File: src/rtl/saf_train_ctrl_if.sv
// rtl/saf_train_ctrl_if.sv - command/control bundle between host and the SAF training sequencer
// master: host side, drives start/freeze/abort/n_train and observes datapath controls and status.
// slave : sequencer side, the mirror image.
`timescale 1ns/1ps
interface saf_train_ctrl_if #(
  parameter int WIDTH      = 16,
  parameter int CNT_W      = 24,
  parameter int SPAN_WIDTH = 5,
  parameter int LIN_AW     = 5
);
  logic                  start;
  logic                  freeze;
  logic                  abort;
  logic [CNT_W-1:0]      n_train;
  logic                  dp_reset;
  logic                  lut_wr_en;
  logic [SPAN_WIDTH-1:0] lut_wr_addr;
  logic [WIDTH-1:0]      lut_wr_data;
  logic                  lin_wr_en;
  logic [LIN_AW-1:0]     lin_wr_addr;
  logic [WIDTH-1:0]      lin_wr_data;
  logic                  adapt_en;
  logic                  out_valid;
  logic                  busy;
  logic                  done;
  logic [2:0]            state;
  logic [CNT_W-1:0]      train_cnt;

  modport master (
    output start, freeze, abort, n_train,
    input  dp_reset, lut_wr_en, lut_wr_addr, lut_wr_data, lin_wr_en, lin_wr_addr, lin_wr_data,
    input  adapt_en, out_valid, busy, done, state, train_cnt
  );

  modport slave (
    input  start, freeze, abort, n_train,
    output dp_reset, lut_wr_en, lut_wr_addr, lut_wr_data, lin_wr_en, lin_wr_addr, lin_wr_data,
    output adapt_en, out_valid, busy, done, state, train_cnt
  );
endinterface

File: src/rtl/saf_train_ctrl.sv
// rtl/saf_train_ctrl.sv - init/flush/train sequencer for the Hammerstein SAF-LMS datapath
// Ports: clk; reset (synchronous, active-low); bus (slave modport) carrying the
// start/freeze/abort/n_train commands in and dp_reset, spline LUT and FIR tap write
// ports, adapt_en, out_valid, busy, done, state and train_cnt out. All outputs registered.
`timescale 1ns/1ps
module saf_train_ctrl #(
  parameter int L_ORD      = 32,
  parameter int Q          = 13,
  parameter int Q_ORD      = 4,
  parameter int WIDTH      = 16,
  parameter int QP         = 12,
  parameter int DelX_inv   = 2,
  parameter int FLUSH_LEN  = 6,
  parameter int CNT_W      = 24,
  parameter int SPAN_WIDTH = $clog2(Q + Q_ORD)
) (
  input logic           clk,
  input logic           reset,
  saf_train_ctrl_if.slave bus
);
  localparam int LIN_AW = $clog2(L_ORD);
  localparam int FL_W   = (FLUSH_LEN > 1) ? $clog2(FLUSH_LEN) : 1;
  localparam int SHIFT  = QP - DelX_inv;
  localparam int MID    = (Q - 1) / 2;
  localparam logic [WIDTH-1:0] TAP0 = WIDTH'(1) << QP;

  typedef enum logic [2:0] {
    S_IDLE   = 3'd0,
    S_INIT_Q = 3'd1,
    S_INIT_W = 3'd2,
    S_FLUSH  = 3'd3,
    S_TRAIN  = 3'd4,
    S_HOLD   = 3'd5
  } state_t;

  // Identity spline: control point k sits at x = (k - MID) * DelX, so y = x there.
  function automatic logic [WIDTH-1:0] lut_val(input logic [SPAN_WIDTH-1:0] k);
    logic signed [31:0] v;
    v = $signed(32'(k)) - 32'(MID);
    v = v <<< SHIFT;
    return v[WIDTH-1:0];
  endfunction

  state_t                state_q, state_d;
  logic                  lut_wr_en_q, lut_wr_en_d;
  logic [SPAN_WIDTH-1:0] lut_wr_addr_q, lut_wr_addr_d;
  logic [WIDTH-1:0]      lut_wr_data_q, lut_wr_data_d;
  logic                  lin_wr_en_q, lin_wr_en_d;
  logic [LIN_AW-1:0]     lin_wr_addr_q, lin_wr_addr_d;
  logic [WIDTH-1:0]      lin_wr_data_q, lin_wr_data_d;
  logic [FL_W-1:0]       flush_cnt_q, flush_cnt_d;
  logic [CNT_W-1:0]      train_cnt_q, train_cnt_d;
  logic [CNT_W-1:0]      n_train_q, n_train_d;
  logic                  dp_reset_q, adapt_en_q, out_valid_q, busy_q, done_q;

  always_comb begin
    state_d       = state_q;
    lut_wr_en_d   = 1'b0;
    lut_wr_addr_d = '0;
    lut_wr_data_d = '0;
    lin_wr_en_d   = 1'b0;
    lin_wr_addr_d = '0;
    lin_wr_data_d = '0;
    flush_cnt_d   = flush_cnt_q;
    train_cnt_d   = train_cnt_q;
    n_train_d     = n_train_q;

    if (bus.abort && state_q != S_IDLE) begin
      // Any write in flight is simply not issued on the next cycle.
      state_d     = S_IDLE;
      flush_cnt_d = '0;
      train_cnt_d = '0;
      n_train_d   = '0;
    end else begin
      case (state_q)
        S_IDLE: begin
          if (bus.start) begin
            state_d       = S_INIT_Q;
            lut_wr_en_d   = 1'b1;
            lut_wr_data_d = lut_val('0);
          end
        end
        S_INIT_Q: begin
          if (lut_wr_addr_q == SPAN_WIDTH'(Q - 1)) begin
            state_d       = S_INIT_W;
            lin_wr_en_d   = 1'b1;
            lin_wr_data_d = TAP0;
          end else begin
            lut_wr_en_d   = 1'b1;
            lut_wr_addr_d = lut_wr_addr_q + SPAN_WIDTH'(1);
            lut_wr_data_d = lut_val(lut_wr_addr_q + SPAN_WIDTH'(1));
          end
        end
        S_INIT_W: begin
          if (lin_wr_addr_q == LIN_AW'(L_ORD - 1)) begin
            state_d     = S_FLUSH;
            flush_cnt_d = '0;
          end else begin
            lin_wr_en_d   = 1'b1;
            lin_wr_addr_d = lin_wr_addr_q + LIN_AW'(1);
          end
        end
        S_FLUSH: begin
          if (flush_cnt_q == FL_W'(FLUSH_LEN - 1)) begin
            state_d     = S_TRAIN;
            train_cnt_d = '0;
            n_train_d   = bus.n_train;
          end else begin
            flush_cnt_d = flush_cnt_q + FL_W'(1);
          end
        end
        S_TRAIN: begin
          // The counter does not advance on the exit edge, so HOLD shows n_train-1.
          if (bus.freeze || (n_train_q != '0 && train_cnt_q == n_train_q - CNT_W'(1))) begin
            state_d = S_HOLD;
          end else if (train_cnt_q != '1) begin
            train_cnt_d = train_cnt_q + CNT_W'(1);
          end
        end
        S_HOLD: begin
          if (bus.start) begin
            state_d     = S_TRAIN;
            train_cnt_d = '0;
            n_train_d   = bus.n_train;
          end
        end
        default: state_d = S_IDLE;
      endcase
    end
  end

  always_ff @(posedge clk) begin
    if (!reset) begin
      state_q       <= S_IDLE;
      lut_wr_en_q   <= 1'b0;
      lut_wr_addr_q <= '0;
      lut_wr_data_q <= '0;
      lin_wr_en_q   <= 1'b0;
      lin_wr_addr_q <= '0;
      lin_wr_data_q <= '0;
      flush_cnt_q   <= '0;
      train_cnt_q   <= '0;
      n_train_q     <= '0;
      dp_reset_q    <= 1'b1;
      adapt_en_q    <= 1'b0;
      out_valid_q   <= 1'b0;
      busy_q        <= 1'b0;
      done_q        <= 1'b0;
    end else begin
      state_q       <= state_d;
      lut_wr_en_q   <= lut_wr_en_d;
      lut_wr_addr_q <= lut_wr_addr_d;
      lut_wr_data_q <= lut_wr_data_d;
      lin_wr_en_q   <= lin_wr_en_d;
      lin_wr_addr_q <= lin_wr_addr_d;
      lin_wr_data_q <= lin_wr_data_d;
      flush_cnt_q   <= flush_cnt_d;
      train_cnt_q   <= train_cnt_d;
      n_train_q     <= n_train_d;
      // Status flags are decoded from the next state so they line up with state_q.
      dp_reset_q    <= (state_d == S_IDLE);
      adapt_en_q    <= (state_d == S_TRAIN);
      out_valid_q   <= (state_d == S_TRAIN) || (state_d == S_HOLD);
      busy_q        <= (state_d == S_INIT_Q) || (state_d == S_INIT_W) || (state_d == S_FLUSH);
      done_q        <= (state_d == S_HOLD);
    end
  end

  assign bus.dp_reset    = dp_reset_q;
  assign bus.lut_wr_en   = lut_wr_en_q;
  assign bus.lut_wr_addr = lut_wr_addr_q;
  assign bus.lut_wr_data = lut_wr_data_q;
  assign bus.lin_wr_en   = lin_wr_en_q;
  assign bus.lin_wr_addr = lin_wr_addr_q;
  assign bus.lin_wr_data = lin_wr_data_q;
  assign bus.adapt_en    = adapt_en_q;
  assign bus.out_valid   = out_valid_q;
  assign bus.busy        = busy_q;
  assign bus.done        = done_q;
  assign bus.state       = state_q;
  assign bus.train_cnt   = train_cnt_q;
endmodule

File: src/flat_wrapper.sv
// flat-port wrapper written by rule: the top's interface ports become plain ports
module saf_train_ctrl_flat 
#(
  parameter int L_ORD      = 32,
  parameter int Q          = 13,
  parameter int Q_ORD      = 4,
  parameter int WIDTH      = 16,
  parameter int QP         = 12,
  parameter int DelX_inv   = 2,
  parameter int FLUSH_LEN  = 6,
  parameter int CNT_W      = 24,
  parameter int SPAN_WIDTH = $clog2(Q + Q_ORD)
)
  (clk, reset, bus_start, bus_freeze, bus_abort, bus_n_train, bus_dp_reset, bus_lut_wr_en, bus_lut_wr_addr, bus_lut_wr_data, bus_lin_wr_en, bus_lin_wr_addr, bus_lin_wr_data, bus_adapt_en, bus_out_valid, bus_busy, bus_done, bus_state, bus_train_cnt);
  saf_train_ctrl_if #(.WIDTH(WIDTH), .CNT_W(CNT_W), .SPAN_WIDTH(SPAN_WIDTH)) bus_i ();
  input logic clk;
  input logic reset;
  input wire logic [$bits(bus_i.start)-1:0] bus_start;
  input wire logic [$bits(bus_i.freeze)-1:0] bus_freeze;
  input wire logic [$bits(bus_i.abort)-1:0] bus_abort;
  input wire logic [$bits(bus_i.n_train)-1:0] bus_n_train;
  output wire logic [$bits(bus_i.dp_reset)-1:0] bus_dp_reset;
  output wire logic [$bits(bus_i.lut_wr_en)-1:0] bus_lut_wr_en;
  output wire logic [$bits(bus_i.lut_wr_addr)-1:0] bus_lut_wr_addr;
  output wire logic [$bits(bus_i.lut_wr_data)-1:0] bus_lut_wr_data;
  output wire logic [$bits(bus_i.lin_wr_en)-1:0] bus_lin_wr_en;
  output wire logic [$bits(bus_i.lin_wr_addr)-1:0] bus_lin_wr_addr;
  output wire logic [$bits(bus_i.lin_wr_data)-1:0] bus_lin_wr_data;
  output wire logic [$bits(bus_i.adapt_en)-1:0] bus_adapt_en;
  output wire logic [$bits(bus_i.out_valid)-1:0] bus_out_valid;
  output wire logic [$bits(bus_i.busy)-1:0] bus_busy;
  output wire logic [$bits(bus_i.done)-1:0] bus_done;
  output wire logic [$bits(bus_i.state)-1:0] bus_state;
  output wire logic [$bits(bus_i.train_cnt)-1:0] bus_train_cnt;
  assign bus_i.start = bus_start;
  assign bus_i.freeze = bus_freeze;
  assign bus_i.abort = bus_abort;
  assign bus_i.n_train = bus_n_train;
  assign bus_dp_reset = bus_i.dp_reset;
  assign bus_lut_wr_en = bus_i.lut_wr_en;
  assign bus_lut_wr_addr = bus_i.lut_wr_addr;
  assign bus_lut_wr_data = bus_i.lut_wr_data;
  assign bus_lin_wr_en = bus_i.lin_wr_en;
  assign bus_lin_wr_addr = bus_i.lin_wr_addr;
  assign bus_lin_wr_data = bus_i.lin_wr_data;
  assign bus_adapt_en = bus_i.adapt_en;
  assign bus_out_valid = bus_i.out_valid;
  assign bus_busy = bus_i.busy;
  assign bus_done = bus_i.done;
  assign bus_state = bus_i.state;
  assign bus_train_cnt = bus_i.train_cnt;
  saf_train_ctrl #(.L_ORD(L_ORD), .Q(Q), .Q_ORD(Q_ORD), .WIDTH(WIDTH), .QP(QP), .DelX_inv(DelX_inv), .FLUSH_LEN(FLUSH_LEN), .CNT_W(CNT_W), .SPAN_WIDTH(SPAN_WIDTH)) u_core (.clk(clk), .reset(reset), .bus(bus_i));
endmodule
File: config.mk
export PLATFORM = sky130hd
export DESIGN_NAME = saf_train_ctrl_flat
export DESIGN_NICKNAME = d
export VERILOG_FILES = /design/src/rtl/saf_train_ctrl_if.sv /design/src/rtl/saf_train_ctrl.sv /design/src/flat_wrapper.sv
export SDC_FILE = /design/constraint.sdc
export NUM_CORES = 1
export LEC_CHECK = 0
export ABC_AREA = 1
export BUFFER_PORTS_ARGS = -buffer_cell sky130_fd_sc_hd__buf_2
export CORE_UTILIZATION = 30
export DETAILED_ROUTE_END_ITERATION = 6
export PLACE_DENSITY = 0.51
export RECOVER_POWER = 25
export SYNTH_ARGS = -nofsm -noshare
export SYNTH_HDL_FRONTEND = slang
export SYNTH_SLANG_ARGS = --single-unit
File: constraint.sdc
create_clock -name clk -period 6.2 [get_ports clk]
set_input_delay 1.86 -clock clk [delete_from_list [all_inputs] [get_ports clk]]
set_output_delay 1.86 -clock clk [all_outputs]
set_load 0.1 [all_outputs]
# Word-level counts from Yosys, hierarchy flattened
# Cells that the tools add are included.
op_classes:
  n_eq_ne: 21
  n_div: 0
  n_shift: 0
  n_mul: 0
  n_mux: 29
  n_lt_le_gt_ge: 0
  bitwise: 3
  n_reduce_logical: 20
  add_sub_neg: 6
ops:
  columns: ["operator", "count"]
  rows:
  - ["$mux W24", 6]
  - ["$pmux W24 S3", 1]
  - ["$pmux W24 S2", 1]
  - ["$mux W16", 2]
  - ["$pmux W16 S2", 1]
  - ["$mux W3", 9]
  - ["$add A24 B1 Y24 const B", 1]
  - ["$eq A24 B24 Y1", 1]
  - ["$ne A24 B24 Y1 const B", 1]
  - ["$reduce_bool A24 Y1", 1]
  - ["$sub A24 B1 Y24 const B", 1]
  - ["$pmux W3 S6", 1]
  - ["$eq A3 B3 Y1 const B", 5]
  - ["$mux W13", 1]
  - ["$eq A3 B2 Y1 const B", 4]
  - ["$add A5 B1 Y5 const B", 2]
  - ["$reduce_or A4 Y1", 2]
  - ["$eq A3 B1 Y1 const B", 2]
  - ["$logic_not A3 Y1", 2]
  - ["$ne A2 B1 Y1 const B", 3]
  - ["$ne A2 B2 Y1 const B", 3]
  - ["$pmux W3 S2", 1]
  - ["$reduce_and A3 Y1", 2]
  - ["$reduce_bool A3 Y1", 2]
  - ["other kinds (13)", 24]
totals:
  mem_bits_ro: 0
  regBits: 103
  ramBits: 0
  inputBits: 29
  latchBits: 0
  wordCells: 94
  n_memories: 0

# Longest topological paths before layout
# Gate-level depths: netlist of run 1.
logic_depth:
  depth_word: 10
  depth_mapped: 20

# Least setup slack after synthesis of run 1
# No wires, ideal clock.
synth_timing:
  kind: "in2reg"
  start: "in bus_start"
  end: "reg u_core.n_train_q[0]"
  path_buffers: 2
  path_stages: 6
  setup_time_ns: 0.128
  slack_ns: 3.193
  arrival_ns: 2.879
  t_required_ns: 6.072
  path_cell_list: "inv_1 nand2_1 o21ai_0 clkbuf_1 clkbuf_1 a21oi_1"
synth_via:
  elab_chain_len: 2
synth_lines:
  columns: ["element", "line", "text"]
  rows:
  - ["from (decl)", "flat_wrapper.sv:18", "input wire logic [$bits(bus_i.start)-1:0] bus_start;"]
  - ["$ne A2 B2 Y1 (no line)", null, null]
  - ["$reduce_and A3 Y1 (no line)", null, null]
  - ["to (signal assigned)", "saf_train_ctrl.sv:159", "n_train_q <= n_train_d;"]
  - ["to (decl)", "saf_train_ctrl.sv:53", "logic [CNT_W-1:0] n_train_q, n_train_d;"]
# No other way between the ends.
# A chain may end at the register's enable or synchronous reset.

# Final worst setup path of run 1
layout_timing:
  start: "in bus_start"
  end: "reg u_core.n_train_q[6]"
# The elaborated chain is that of the path after synthesis.

==> results.ini, run 1 <==
[status]
outcome = complete, but fails checks
violations = design-rule violations, max-capacitance violations, max-slew violations

[placement]
portBuffers = 79
gp_congestion = 0.831
post-dp-hpwl_mm = 10.3
place_inst = 1035

[cts]
cts_tree = done
cts-root-buf = clkbuf_16
cts-hold-fix-buffers = 0
cts_post_setup_buffers_inserted = 0
clock_sinks = 78
numCtsBuffers = 9
cts.repair.resized = 0
ctsHtreeMaxLevel = 3
cts.path.max_buffers = 2
clk_latency_ns = 0.35
clk_pin_slew_ns = 0.06

[sta]
slew_violations = 50
slew_headroom_pct = -96.2
period_minus_slack_ns = 4.20
rsz0062_at_grt = false
hold_viol = 0
final.period_utilization_pct = 67.7
worstMarginPinSlew_ns = 2.92
max_clock_freq_mhz = 238
clock_skew_ns = 0.00890
setup_violations = 0
holdWs_ns = 0.470
fin_tns_setup_ns = 0

[routing]
vias = 4804
drtAntennaViolNets = 0
routed_wl_mm = 13.8
drt_iter0_drc = 208
detail_route.wl_per_cell_um = 13.1
vias_per_cell = 4.57
drc_errors = 2
dr.pass1.iters = 7

[global_route]
track_usage_pct = 16.5
overflow = 0
grt_max_degree = 50
grt_first_pass_wirelength_mm = 22.7
grt_pass1_vias = 4611
antenna_found_initial = 0

[power_and_ir_drop]
p_leak_nw = 2.65
powerDensity_nw_per_um2 = 204
peakVddDrop_mv = 0.161

[synth]
ys_warn_count = 0
synth_edf_count = 0
synth_cell_types = 41
ys_seq_elements = 78
async_reset_ff_share_pct = 0
synth.avg_cell_area_um2 = 6.69
ys.flop_type = dfxtp_1
syn_area_um2 = 5070
ys_seq_area_share_pct = 30.8
syn_inst = 758

[min_path]
min_path_type = reg2reg

[critical_path]
crit_path_end_kind = register
required_ns = 6.45
cp-start-kind = input port
cp_max_fo = 49
rrSetupSlack_ns = 2.61
arrival_ns = 4.45
setup.worst_path.class = in2reg

[die]
core_area_um2 = 16500
design.die.area_um2 = 17400
die_h_um = 132
rows = 47
start_util_pct = 30.7
fp.dieW_um = 132
ios = 105

[finish]
layout.nets = 864
syn2layout_area_growth_pct = 14.9
fillers = 1856
antenna_cells = 0
final_cells = 1051
drive_above_1_share_pct = 16.2

[flow_run]
maxCapViolCount = 1

[per-layer routing]
layer,global-route usage (%),up-vias,wire (µm),part of all wire [%]
met5,0,-,0,0
met4,4.72,0,82,0.59
met3,4.31,6,774,5.6
met2,28.6,102,6590,48
met1,20.1,2172,6360,46
li1,-,2524,-,-
[Yosys cell counts (3+ instances only)]
| cell type | number | area share (%) |
|---|---|---|
| buf_4 | 25 | 3.7 |
| a21oi_1 | 49 | 4.8 |
| dfxtp_1 | 78 | 31 |
| inv_1 | 94 | 7.0 |
| ha_1 | 9 | 2.2 |
| nand3b_1 | 6 | 0.89 |
| nand3_1 | 29 | 2.9 |
| nor2_4 | 3 | 0.67 |
| nor3_1 | 10 | 0.99 |
| nor4_1 | 7 | 0.86 |
| nor2_8 | 3 | 1.2 |
| o21ai_0 | 31 | 3.1 |
| nand2_1 | 153 | 11 |
| nor3b_1 | 3 | 0.44 |
| nor2_2 | 7 | 0.86 |
| a21oi_2 | 10 | 1.7 |
| nor2_1 | 105 | 7.8 |
| nand4_1 | 38 | 4.7 |
| xnor2_1 | 7 | 1.2 |
| clkbuf_1 | 17 | 1.3 |
| nand2_2 | 14 | 1.7 |
| xor2_1 | 32 | 5.5 |
[logic make-up (layout without fill, tap and decap cells)]
| family | count (synthesis) | count (layout) | share of synthesized area, % |
|---|---|---|---|
| flops | 78 | 78 | 30.8 |
| other cells | 1 | 25 | 0.0740 |
| fa+ha+maj | 9 | 9 | 2.22 |
| xor+xnor | 39 | 39 | 6.74 |
| compound gates | 96 | 96 | 10.6 |
| buf+inv | 146 | 195 | 13.1 |
| simple gates | 389 | 389 | 36.4 |
[worst max-delay path: stages]
cell	delay (ns)
buf_2	0.10
inv_1	0.06
nand2_1	0.05
buf_4	0.22
o21ai_1	1.51
o21ai_0	0.38
a21oi_1	0.23
[stage by stage]
stage / power, mW / cell area, µm² / util [%] / setup WS, ns
3_5_place_dp: 0.683 / 5570 / 33.7 / 1.93
4_1_cts: 1.21 / 5860 / 35.5 / 2.30
5_1_grt: 1.24 / 5820 / 35.2 / 1.48
2_1_floorplan: 0.671 / 5160 / - / 3.19
6_report: 1.19 / 5820 / 35.2 / 2.00
3_3_place_gp: 0.683 / 5570 / 33.7 / 1.97
[worst paths after layout]
path                             startpoint  cells past startpoint                         to
setup / recovery                  bus_start                      7        u_core.n_train_q[6]
hold / removal    u_core.bus.lin_wr_addr[0]                      1  u_core.bus.lin_wr_addr[0]
setup reg to reg      u_core.flush_cnt_q[1]                      7        u_core.n_train_q[6]
hold reg to reg   u_core.bus.lin_wr_addr[0]                      1  u_core.bus.lin_wr_addr[0]
[state kept, by name, summed over array words and instances, names as in the netlist]
signal	cells
u_core.bus.train_cnt	24
u_core.n_train_q	24
u_core.bus.lut_wr_data	6
u_core.bus.lin_wr_addr	5
u_core.bus.lut_wr_addr	5
u_core.bus.state	3
u_core.flush_cnt_q	3
u_core.bus.adapt_en	1
u_core.bus.busy	1
u_core.bus.done	1
u_core.bus.dp_reset	1
u_core.bus.lin_wr_data	1
u_core.bus.lin_wr_en	1
u_core.bus.lut_wr_en	1
u_core.bus.out_valid	1
[power by group]
part,switching (mW),total (mW),leakage [nW],internal (mW)
clock network,0.241,0.522,0.139,0.281
registers,0.00320,0.510,0.630,0.507
logic,0.141,0.159,1.88,0.0181
[cell usage in the layout, fill, tap and decap left out, types with 3 or more instances in the layout]
cell,count
xnor2_1,7
a21oi_2,10
a21oi_1,49
nor3b_1,3
nor4_1,7
ha_1,9
nor2_4,3
buf_4,4
nor2_8,3
buf_2,69
inv_6,4
xor2_1,32
nand3_1,30
nor2_1,104
nor3_1,10
nand4_1,38
conb_1,25
nand2_2,14
clkbuf_16,9
nor2_2,8
clkbuf_1,10
nand3b_1,6
nand2_1,154
inv_1,94
o21ai_0,30
dfxtp_1,78
[final cells by class]
type	count	area [µm²]	share of cell area (%)
well taps	220	275	4.73
flip-flops and latches	78	1560	26.8
repair buffers	83	413	7.09
clock inverters	7	62.6	1.07
clock buffers	9	225	3.87
inverters	96	360	6.19
multi-input cells	558	2930	50.2
Note: power is estimated with default switching activity, not from simulation.
==> run 2, diff against run 1 <==
PLACE_DENSITY = 0.53   (was 0.51)
clock period = 3.6 ns   (was 6.2 ns; I/O delays follow)
==> results.ini, run 2 (synthesis results as in run 1) <==
[sta]
setup_violations = 0  ; unchanged
worstMarginPinSlew_ns = 1.31  ; -1.61 ns
slew_violations = 0  ; -100%
final.period_utilization_pct = 80.1
clock_skew_ns = 0.0109  ; +0.00195 ns
period_minus_slack_ns = 2.88
slew_headroom_pct = 12.6  ; +110 points
rsz0062_at_grt = false
hold_viol = 0  ; unchanged
max_clock_freq_mhz = 347
fin_tns_setup_ns = 0  ; unchanged

[finish]
fillers = 1827  ; -1.6%
final_common_cell = nand2_1
antenna_cells = 0  ; unchanged
layout.nets = 866  ; +0.23%
drive_above_1_share_pct = 17.5  ; +1.3 points
final_cell_mix = 153 x nand2_1, 105 x nor2_1, 94 x inv_1, 79 x buf_2, 78 x dfxtp_1
syn2layout_area_growth_pct = 16.0
fin_area_um2 = 5880  ; +0.92%

[global_route]
track_usage_pct = 16.7  ; +0.17 points
grt_max_degree = 29  ; -42%
grt_pass1_vias = 4618  ; +0.15%
overflow = 0  ; unchanged
grt_first_pass_wirelength_mm = 22.9  ; +0.91%
antenna_found_initial = 0  ; unchanged

[critical_path]
rrSetupSlack_ns = 0.90  ; -1.71 ns
cp_max_fo = 28  ; -43%
r2r.worst_path.cells = 10  ; +3
arrival_ns = 3.15  ; -1.30 ns
reg2reg_from = u_core.bus.state[2]
cp-start-kind = input port
r2r-end = u_core.bus.lin_wr_addr[2]
critPathLaunch = bus_abort
required_ns = 3.87  ; -2.58 ns
crit_path_end_kind = register
setup.worst_path.class = in2reg

[status]
outcome = completed

[min_path]
hold_end = u_core.bus.lin_wr_addr[0]
min_path_type = reg2reg
min_from = u_core.bus.lin_wr_addr[0]
whs_path_depth = 1  ; unchanged

[routing]
vias = 4821  ; +0.35%
detail_route.wl_per_cell_um = 13.2  ; +0.21%
drc_errors = 0  ; -2
dr.pass1.iters = 4  ; -3
drtAntennaViolNets = 0  ; unchanged
vias_per_cell = 4.58  ; +0.16%
routed_wl_mm = 13.9  ; +0.40%
drt_iter0_drc = 265  ; +27%

[cts]
cts_tree = done
ctsHtreeMaxLevel = 3  ; unchanged
cts_post_setup_buffers_inserted = 0  ; unchanged
clk_pin_slew_ns = 0.06  ; about the same
numCtsBuffers = 9  ; unchanged
clock_sinks = 78  ; unchanged
cts-root-buf = clkbuf_16
cts.repair.resized = 0  ; unchanged
clk_latency_ns = 0.35  ; about the same
cts-hold-fix-buffers = 0  ; unchanged
cts.path.max_buffers = 2  ; unchanged

[power_and_ir_drop]
peakVddDrop_mv = 0.245  ; +52%
powerDensity_nw_per_um2 = 352  ; +72%
p_leak_nw = 2.70  ; +2.0%

[die]
rows = 47  ; unchanged
core_area_um2 = 16500  ; unchanged
fp.dieW_um = 132  ; unchanged
die_h_um = 132  ; unchanged
design.die.area_um2 = 17400  ; unchanged
start_util_pct = 30.7  ; unchanged
ios = 105  ; unchanged

[placement]
gp_congestion = 0.841  ; +1.3%
portBuffers = 79  ; unchanged
detailed_place.area_um2 = 5590  ; +0.27%
post-dp-hpwl_mm = 10.4  ; +1.0%

[flow_run]
maxCapViolCount = 0  ; -1

run 2: final cells by class:
type	count	area (µm²)	share of cell area [%]
sequential	78	1560	26.6
multi-input combinational	558	2950	50.1
tap	220	275	4.68
inverter	96	360	6.13
clock buffer	10	229	3.90
timing repair buffer	85	433	7.36
clock inverter	6	71.3	1.21
run 2: worst max-delay path by stage:
stage | to
floorplan | u_core.bus.train_cnt[16]
global placement | u_core.bus.train_cnt[1]
detailed placement | u_core.bus.train_cnt[1]
CTS | u_core.bus.train_cnt[1]
global route | u_core.bus.lin_wr_addr[2]
finish | u_core.bus.lin_wr_addr[2]
run 2: through the flow:
step	power [mW]	std cells	util [%]	hold slack (ns)	setup slack [ns]
after CTS	2.11	1053	35.6	0.474	0.926
after detailed placement	1.18	1037	33.8	0.458	0.943
final	2.07	1053	35.6	0.464	0.715
after global routing	2.15	1053	35.6	0.490	0.399
after floorplan	1.16	782	-	0.448	0.805
after global placement	1.18	1037	33.8	0.453	0.990
run 2: layer usage:
layer  routed length [µm]  share of wire (%)  global-route usage [%]  up-vias
met1                 6590                 48                    21.1     2180
met5                    0                  0                       0        -
met3                  770                5.6                    4.27       11
met2                 6350                 46                    27.8      104
li1                     -                  -                       -     2526
met4                  154                1.1                    5.04        0
run 2: power by group:
group          switching (mW)  internal, mW  total, mW
clock                   0.376         0.542      0.917
sequential            0.00533         0.874      0.879
combinational           0.243        0.0327      0.275
total                   0.624          1.45       2.07
run 2: worst max-delay path, cell delays in order:
cell      delay (ns)
buf_2           0.10
nand2_1         0.11
inv_1           0.08
nor2_1          0.14
clkbuf_1        0.93
nand3b_1        0.45
nor3b_1         0.27
==> run 3, diff against run 2 <==
clock period = 2.4 ns   (was 3.6 ns; I/O delays follow)
==> results.ini, run 3 (synthesis results as in run 1) <==
[global_route]
overflow = 0  ; unchanged
antenna_found_initial = 0  ; unchanged
grt_first_pass_wirelength_mm = 23.3  ; +1.6%
grt_max_degree = 50  ; +72%
grt_pass1_vias = 4650  ; +0.69%
track_usage_pct = 16.9  ; +0.22 points

[sta]
slew_headroom_pct = 23.6  ; +11 points
worstMarginPinSlew_ns = 1.15  ; -0.164 ns
period_minus_slack_ns = 2.30
final.period_utilization_pct = 96.0
clock_skew_ns = 0.00710  ; -0.00375 ns
rsz0062_at_grt = true
slew_violations = 0  ; unchanged
setup_violations = 0  ; unchanged
max_clock_freq_mhz = 434
hold_viol = 0  ; unchanged
fin_tns_setup_ns = 0  ; unchanged

[finish]
final_cells = 1069  ; +1.5%
final_common_cell = nand2_1
final_cell_mix = 152 x nand2_1, 101 x nor2_1, 91 x inv_1, 60 x buf_2, 56 x dfxtp_1
multi_input_area_um2 = 3020  ; +2.3%
fin_area_um2 = 6150  ; +4.7%
fillers = 1858  ; +1.7%
antenna_cells = 0  ; unchanged
ff_latch_area_um2 = 1590  ; +1.9%
layout.nets = 883  ; +2.0%
syn2layout_area_growth_pct = 21.5
drive_above_1_share_pct = 23.8  ; +6.3 points

[die]
fp.dieW_um = 132  ; unchanged
core_area_um2 = 16500  ; unchanged
design.die.area_um2 = 17400  ; unchanged
start_util_pct = 30.7  ; unchanged
ios = 105  ; unchanged
die_h_um = 132  ; unchanged
rows = 47  ; unchanged

[routing]
vias_per_cell = 4.57  ; -0.13%
drc_errors = 0  ; unchanged
routed_wl_mm = 14.9  ; +7.7%
vias = 4888  ; +1.4%
detail_route.wl_per_cell_um = 14.0  ; +6.0%
drtAntennaViolNets = 0  ; unchanged
drt_iter0_drc = 196  ; -26%
dr.pass1.iters = 4  ; unchanged

[placement]
place_inst = 1051  ; +1.4%
portBuffers = 79  ; unchanged
post-dp-hpwl_mm = 11.0  ; +5.4%
detailed_place.area_um2 = 5730  ; +2.6%
gp_congestion = 0.927  ; +10%

[critical_path]
crit_path_end_kind = register
arrival_ns = 2.59  ; -0.56 ns
crit_chain = inv_2, ha_4, inv_2, nand2_1, nand2_1, nor2_2, nand2_1, nor2_1, nand2_1, nor2_1, nand2_1, nor2_2, nand3_2, o21bai_4, nand2_4, nand3_4, clkbuf_16, nand2_2, a21oi_2
crit_family = simple AND/OR/NAND/NOR gates
slowest_delay_ns = 0.33  ; -0.60 ns
rrSetupSlack_ns = 0.1  ; -0.80 ns
critPathLaunch = u_core.n_train_q[1]
required_ns = 2.68  ; -1.19 ns
setup.worst_path.class = reg2reg
critPathBufInv = 3  ; unchanged
reg2reg_from = u_core.n_train_q[1]
cpMostUsedCell = nand2_1
cp_max_fo = 7  ; -75%
slowest_stage = dfxtp_2
r2r.worst_path.cells = 19  ; +9
r2r-end = u_core.bus.train_cnt[13]
cp-start-kind = register

[flow_run]
maxCapViolCount = 0  ; unchanged

[power_and_ir_drop]
powerDensity_nw_per_um2 = 521  ; +48%
p_leak_nw = 2.83  ; +4.8%
total_power_mw = 3.21  ; +55%
peakVddDrop_mv = 0.389  ; +59%

[cts]
clk_latency_ns = 0.35  ; about the same
cts_tree = done
clock_sinks = 78  ; unchanged
ctsHtreeMaxLevel = 3  ; unchanged
numCtsBuffers = 9  ; unchanged
clk_pin_slew_ns = 0.06  ; about the same
cts-hold-fix-buffers = 0  ; unchanged
cts.path.max_buffers = 2  ; unchanged
cts-root-buf = clkbuf_16

[min_path]
hold_end = u_core.bus.lin_wr_addr[0]
min_from = u_core.bus.lin_wr_addr[0]
min_path_type = reg2reg
whs_path_depth = 1  ; unchanged

[status]
outcome = completed

## run 3: through the flow
stage	hold slack [ns]	util (%)	setup slack, ns
2_1_floorplan	0.448	-	0.00831
3_3_place_gp	0.451	34.7	0.0491
3_5_place_dp	0.449	34.7	0.00736
4_1_cts	0.466	36.6	0.0164
5_1_grt	0.504	37.2	-0.106
6_report	0.463	37.2	0.0951
## run 3: power by group
part | switching (mW) | internal [mW] | total (mW)
clock | 0.563 | 0.904 | 1.47
sequential | 0.00875 | 1.31 | 1.32
combinational | 0.369 | 0.0530 | 0.422
## run 3: cell type report
| cell class | count | area share [%] |
|---|---|---|
| clock buffer | 9 | 3.66 |
| clock inverter | 6 | 1.42 |
| inverter | 96 | 5.85 |
| multi-input combinational | 559 | 49.0 |
| sequential | 78 | 25.9 |
| tap | 220 | 4.47 |
| timing repair buffer | 101 | 9.72 |
## run 3: worst max path at each step
stage	to	slack, ns	cells past startpoint
final	u_core.bus.train_cnt[13]	0.1	19
after global routing	u_core.bus.train_cnt[12]	-0.11	19
after CTS	u_core.bus.train_cnt[12]	0.02	15
after detailed placement	u_core.bus.train_cnt[12]	0.007	19
after global placement	u_core.bus.train_cnt[12]	0.05	14
after floorplan	u_core.bus.train_cnt[19]	0.008	10
## run 3: layer usage
layer / part of all wire, % / vias up / global-route usage, %
li1: - / 2554 / -
met4: 2.0 / 0 / 6.33
met1: 47 / 2200 / 20.7
met3: 5.2 / 20 / 4.08
met5: 0 / - / 0
met2: 46 / 114 / 28.6
## run 3: timing repair
item / 4_1_cts / 5_1_grt
endpoints found under the setup margin: 1 / 31
pin swaps: 0 / 7
resized for setup: 1 / 20
gates cloned: 0 / 2
setup buffers: 0 / 1
## run 3: worst reg2reg max path, delay by kind of cell, from the launching register on
family / cells / cell delay [ns]
AND/OR/NAND/NOR: 13 / 1.10
flip-flops: 1 / 0.33
AO/OA/AOI/OAI: 2 / 0.30
buffers and inverters: 3 / 0.26
adder cells (fa/ha/maj): 1 / 0.26
